==> src/rtl/dmem_pkg.sv <==
// Shared encodings for the data-memory arbiter: FSM states and requester port indices.
// Combinational only; no latency or backpressure of its own.
package dmem_pkg;

  typedef enum logic [1:0] {
    ST_IDLE   = 2'd0,
    ST_ACCESS = 2'd1,
    ST_RESP   = 2'd2
  } state_t;

  localparam logic P_CPU = 1'b0;
  localparam logic P_DBG = 1'b1;

endpackage

==> src/rtl/rr_pick2.sv <==
// Two-way round-robin picker: on a tie the port that did not win last time goes.
// Zero latency; pure combinational, no backpressure.
module rr_pick2 (
  input  logic req0,
  input  logic req1,
  input  logic lastGrant,
  output logic valid,
  output logic pick
);

  assign valid = req0 | req1;
  assign pick  = (req0 & req1) ? ~lastGrant : req1;

endmodule

==> src/rtl/dmem_arbiter.sv <==
// Shares one single-port data memory between CPU (port 0) and debug (port 1) via req/ack.
// Ack 2 cycles after req is sampled in IDLE (locked bursts: 1 access / 2 cycles); a port waits on req until acked.
module dmem_arbiter
  import dmem_pkg::*;
#(
  parameter int DATA_WIDTH = 16,
  parameter int MAX_LOCK   = 4
) (
  input  logic                  clk,
  input  logic                  rst,
  input  logic                  req0,
  input  logic                  req1,
  input  logic                  we0,
  input  logic                  we1,
  input  logic                  lock0,
  input  logic                  lock1,
  input  logic [DATA_WIDTH-1:0] addr0,
  input  logic [DATA_WIDTH-1:0] addr1,
  input  logic [DATA_WIDTH-1:0] wdata0,
  input  logic [DATA_WIDTH-1:0] wdata1,
  output logic                  ack0,
  output logic                  ack1,
  output logic [DATA_WIDTH-1:0] rdata0,
  output logic [DATA_WIDTH-1:0] rdata1,
  output logic [DATA_WIDTH-1:0] mem_addr,
  output logic [DATA_WIDTH-1:0] mem_wdata,
  output logic                  mem_we,
  output logic                  mem_re,
  input  logic [DATA_WIDTH-1:0] mem_rdata
);

  localparam int LOCK_W = $clog2(MAX_LOCK + 1);
  localparam logic [LOCK_W-1:0] LOCK_LAST = LOCK_W'(MAX_LOCK - 1);

  state_t            state;
  logic              owner;
  logic              lastGrant;
  logic [LOCK_W-1:0] lockCnt;

  logic pickValid;
  logic pick;

  rr_pick2 uPick (
    .req0      (req0),
    .req1      (req1),
    .lastGrant (lastGrant),
    .valid     (pickValid),
    .pick      (pick)
  );

  logic                  ownWe;
  logic                  ownLock;
  logic                  ownReq;
  logic                  otherReq;
  logic [DATA_WIDTH-1:0] ownAddr;
  logic [DATA_WIDTH-1:0] ownWdata;

  assign ownWe    = (owner == P_DBG) ? we1    : we0;
  assign ownLock  = (owner == P_DBG) ? lock1  : lock0;
  assign ownReq   = (owner == P_DBG) ? req1   : req0;
  assign otherReq = (owner == P_DBG) ? req0   : req1;
  assign ownAddr  = (owner == P_DBG) ? addr1  : addr0;
  assign ownWdata = (owner == P_DBG) ? wdata1 : wdata0;

  // rst gates the enables directly so a reset landing mid-ACCESS can never commit a write.
  always_comb begin
    mem_addr  = '0;
    mem_wdata = '0;
    mem_we    = 1'b0;
    mem_re    = 1'b0;
    if (state == ST_ACCESS) begin
      mem_addr  = ownAddr;
      mem_wdata = ownWdata;
      mem_we    = ownWe & ~rst;
      mem_re    = ~ownWe & ~rst;
    end
  end

  assign ack0 = (state == ST_RESP) && (owner == P_CPU);
  assign ack1 = (state == ST_RESP) && (owner == P_DBG);

  always_ff @(posedge clk) begin
    if (rst) begin
      state     <= ST_IDLE;
      owner     <= P_CPU;
      lastGrant <= P_DBG;
      lockCnt   <= '0;
      rdata0    <= '0;
      rdata1    <= '0;
    end else begin
      case (state)
        ST_IDLE: begin
          if (pickValid) begin
            owner <= pick;
            state <= ST_ACCESS;
          end
        end
        ST_ACCESS: begin
          if (!ownWe) begin
            if (owner == P_DBG) rdata1 <= mem_rdata;
            else                rdata0 <= mem_rdata;
          end
          state <= ST_RESP;
        end
        ST_RESP: begin
          lastGrant <= owner;
          // The lock budget is only spent while the other port is actually waiting.
          if (ownLock && ownReq && (lockCnt < LOCK_LAST)) begin
            state <= ST_ACCESS;
            if (otherReq) lockCnt <= lockCnt + 1'b1;
          end else begin
            lockCnt <= '0;
            state   <= ST_IDLE;
          end
        end
        default: state <= ST_IDLE;
      endcase
    end
  end

endmodule

==> config.mk <==
export PLATFORM = sky130hd
export DESIGN_NAME = dmem_arbiter
export DESIGN_NICKNAME = d
export VERILOG_FILES = /design/src/rtl/dmem_pkg.sv /design/src/rtl/rr_pick2.sv /design/src/rtl/dmem_arbiter.sv
export SDC_FILE = /design/constraint.sdc
export NUM_CORES = 1
export LEC_CHECK = 0
export CORE_UTILIZATION = 34
export DETAILED_ROUTE_END_ITERATION = 12
export PLACE_DENSITY = 0.82
export SLEW_MARGIN = 20
export SYNTH_ARGS = -nofsm -noshare
export SYNTH_HDL_FRONTEND = slang
export SYNTH_SLANG_ARGS = --single-unit
==> constraint.sdc <==
create_clock -name clk -period 1.9 [get_ports clk]
set_input_delay 0.38 -clock clk [delete_from_list [all_inputs] [get_ports clk]]
set_output_delay 0.38 -clock clk [all_outputs]
set_load 0.02 [all_outputs]
==> results of run 1 <==
-- layout make-up --
cell class / count / area, sq um / share of cell area
Timing Repair Buffer: 176 / 1628 / 0.4353
Tap cell: 72 / 90.09 / 0.02409
Multi-Input combinational cell: 201 / 1151 / 0.3078
Clock inverter: 2 / 12.51 / 0.003346
Clock buffer: 6 / 72.57 / 0.01940
Sequential cell: 39 / 785.8 / 0.2101
-- metal layers --
metal	vias up	GRT usage	share of wire
met4	0	0.07273	0.016
li1	1194	-	-
met3	8	0.05057	0.067
met1	1086	0.2461	0.37
met2	101	0.4617	0.55
met5	-	0	0
-- what timing repair did --
item | in CTS | in global routing
pin swaps | 0 | 0
endpoints found under the setup margin | 35 | 28
gates resized for setup | 58 | 38
-- cell usage in the layout (no fill, tap or decap), drive strengths merged, types with 2 or more instances in the layout --
master / instances
a211o: 2
a21oi: 36
and2: 2
buf: 24
clkbuf: 23
clkdlybuf4s15: 8
clkdlybuf4s50: 119
dfxtp: 39
dlygate4sd2: 8
mux2i: 32
nand2: 70
nand2b: 2
nor2: 38
-- power by group through the flow --
stage	Sequential, uW	Combinational, uW	Clock, uW
global placement	878	689	0
CTS	860	673	558
floorplan	895	283	0
detailed placement	879	696	0
global route	864	715	604
finish	861	668	532
-- critical path: cells and delay by family, from the launching register on --
family / cells / cell delay [ns]
buffers and inverters: 2 / 0.48
DFF: 1 / 0.38
muxes: 1 / 0.18
and+or+nand+nor: 1 / 0.13
-- state kept, by name, indices dropped and copies added, names as in the netlist --
name / flops
rdata1: 16
lockCnt: 3
owner: 1
rdata0: 16
state: 2
lastGrant: 1
-- cell families (layout without fill, tap and decap cells) --
| family | after synthesis | in the layout | synth area share |
|---|---|---|---|
| simple gates | 122 | 122 | 0.2642 |
| compound gates | 45 | 45 | 0.1249 |
| flops | 39 | 39 | 0.3878 |
| mux | 33 | 33 | 0.1647 |
| buf+inv | 19 | 184 | 0.05221 |
| fa+ha+maj | 1 | 1 | 0.006214 |
-- worst min-delay path by stage --
stage | end | slack, ns
after detailed placement | rdata1[15]$_SDFFE_PP0P_ | 0.45
after floorplan | lastGrant$_SDFFE_PP1N_ | 0.44
after global routing | rdata1[15]$_SDFFE_PP0P_ | 0.47
after CTS | rdata1[15]$_SDFFE_PP0P_ | 0.46
after global placement | rdata1[12]$_SDFFE_PP0P_ | 0.44
final | rdata1[12]$_SDFFE_PP0P_ | 0.46
-- through the flow --
stage	area, sq um	util	total power, uW	hold slack [ns]
2_1_floorplan	2013	-	1179	0.4360
5_1_grt	3740	0.6669	2183	0.4713
6_report	3740	0.6669	2061	0.4551
3_5_place_dp	3719	0.6631	1575	0.4463
3_3_place_gp	3719	0.6631	1567	0.4379
4_1_cts	3791	0.6760	2090	0.4572
-- synthesized netlist by cell type --
cell	instances	area, sq um
or3_1	1	6.260
or3b_1	1	8.760
o21a_1	1	7.510
buf_2	6	30.03
dfxtp_1	39	780.8
nor4b_1	1	8.760
nand2b_1	1	6.260
a32oi_1	1	8.760
a221oi_1	1	8.760
a21oi_1	36	180.2
nor2b_1	1	6.260
ha_1	1	12.51
nand4_1	1	6.260
nor3_4	1	16.27
o21ai_0	1	5.000
nor2_1	38	142.6
mux2_2	1	11.26
buf_6	2	22.52
nand2_1	70	262.8
clkbuf_1	8	30.03
and2b_1	1	7.510
a21boi_0	1	7.510
a211o_1	2	17.52
a22o_1	1	8.760
buf_4	3	22.52
mux2i_1	32	320.3
nand2b_4	1	13.76
nor4_1	1	6.260
nand4b_1	1	8.760
and2_1	2	12.51
nor3b_4	1	18.77
a211oi_1	1	7.510
==> summary.md, run 1 <==
| Metric | Value |
|---|---|
| Final cell count without fillers | `496` |
| Max-Cap Viols | `0` |
| Psw | `602.1 uW` |
| Total CTS buffers | `5` |
| RR Startpoint | `owner$_SDFFE_PP0P_` |
| CTS Hold Bufs | `0` |
| Post-Syn Nets | `348` |
| CTS tree | `done` |
| Placer Congestion | `0.7623` |
| Setup WS pre-CTS | `-0.3755 ns` |
| Via Count | `2389` |
| Crit path time final | `1.837 ns` |
| Capturing point of the worst reg2reg path | `lockCnt[0]$_SDFFE_PP0P_` |
| DP HPWL | `5677 um` |
| Initial Utilization | `0.3590` |
| Antenna Nets Post-Route | `0` |
| Element type at the critical path end | `primary output` |
| RSZ-0062 raised after global routing | `yes` |
| Final Hold Fails | `0` |
| Max clock buf depth | `2` |
| # clock sinks | `39` |
| R2R depth | `5` |
| R2R Setup Slk | `0.34 ns` |
| Slew HR | `0.7272` |
| Critical path class | `reg -> out` |
| Final setup TNS | `0 ns` |
| Internal | `1459 uW` |
| Setup crit start | `owner$_SDFFE_PP0P_` |
| Logic pwr share | `0.324` |
| Fill count | `508` |
| Vias per Instance | `4.817` |
| Die Wd | `78.95 um` |
| Critical path required time | `1.52 ns` |
| Yosys cell types | `32` |
| Synth Area per Inst | `7.773 sq um` |
| Post CTS Setup Buffer Count | `0` |
| Clock Power Share | `0.258` |
| Ports | `156` |
| Post-synthesis instance total | `259` |
| DRC | `0` |
| Core area | `5608 sq um` |
| Area delta synth->final | `85.77%` |
| Nets@finish | `512` |
| Routed WL | `7148 um` |
| CP peak stage delay | `0.38 ns` |
| Layout cell share with drive strength beyond 1 | `0.1415` |
| Endpoints failing setup | `0` |
| Setup skew after layout | `0.007332 ns` |
| Hold Crit Class | `reg -> reg` |
| Critical Path, Cell by Cell | `buf_12, mux2i_4, nor2_1, clkdlybuf4s15_1` |
| Leakage power | `0.001431 uW` |
| WL/cell | `14.41 um` |
| Gr ovfl total | `0` |
| Vias in the first global route | `2424` |
| Clock Pin Slew Worst Setup and Hold Paths | `0.07 ns` |
| Sequential Power Share | `0.418` |
| Clk Latency, worst-skew pair | `0.28 ns` |
| #FFs+latches synth | `39` |
| DRT iter0 DRCs | `79` |
| Port bufs | `155` |
| GRT Util Overall | `0.2352` |
| Drt first pass iters | `4` |
| H-tree depth | `2` |
| Largest net degree at the start of global routing | `38` |
| Antenna cells | `0` |
| PnR worst setup slack | `0.06283 ns` |
| Worst Hold Depth | `2` |
| CP endpoint | `mem_wdata[9]` |
| Initial antenna violation count | `0` |
| Final period util | `0.9669` |
| PD cells | `551.1 nW/um^2` |
| Slowest cell on crit path | `dfxtp_4` |
| Arr. time, crit path | `1.46 ns` |
| Critical-path maximum fanout | `11` |
| First-pass GRT wire length | `11320 um` |
| Yosys Warn Count | `0` |
| Hold path startpoint | `rdata1[12]$_SDFFE_PP0P_` |
| Die height | `78.95 um` |
| Status | `complete, no violations` |
| Slew Viols, Final | `0` |
| Num rows | `27` |
| Placed cell count | `488` |
| Fmax | `544.3 MHz` |
| Max IR drop VDD | `0.3008 mV` |
| Slew @ Worst Pin | `0.4035 ns` |
| Root Driver | `clkbuf_8` |
| Die area | `6233 sq um` |
| Mapped Area | `2013 sq um` |
| Sequential element share of the synthesized area | `0.3878` |
| Crit start category | `flop` |
| Sw Ratio | `0.2921` |
No activity file was read; power rests on OpenSTA's default activity.
==> run 2: changes to the inputs <==
- SLEW_MARGIN: 20 -> 30
==> results of run 2 <==
No change in the layout: final DEF, timing and power equal those of run 1.
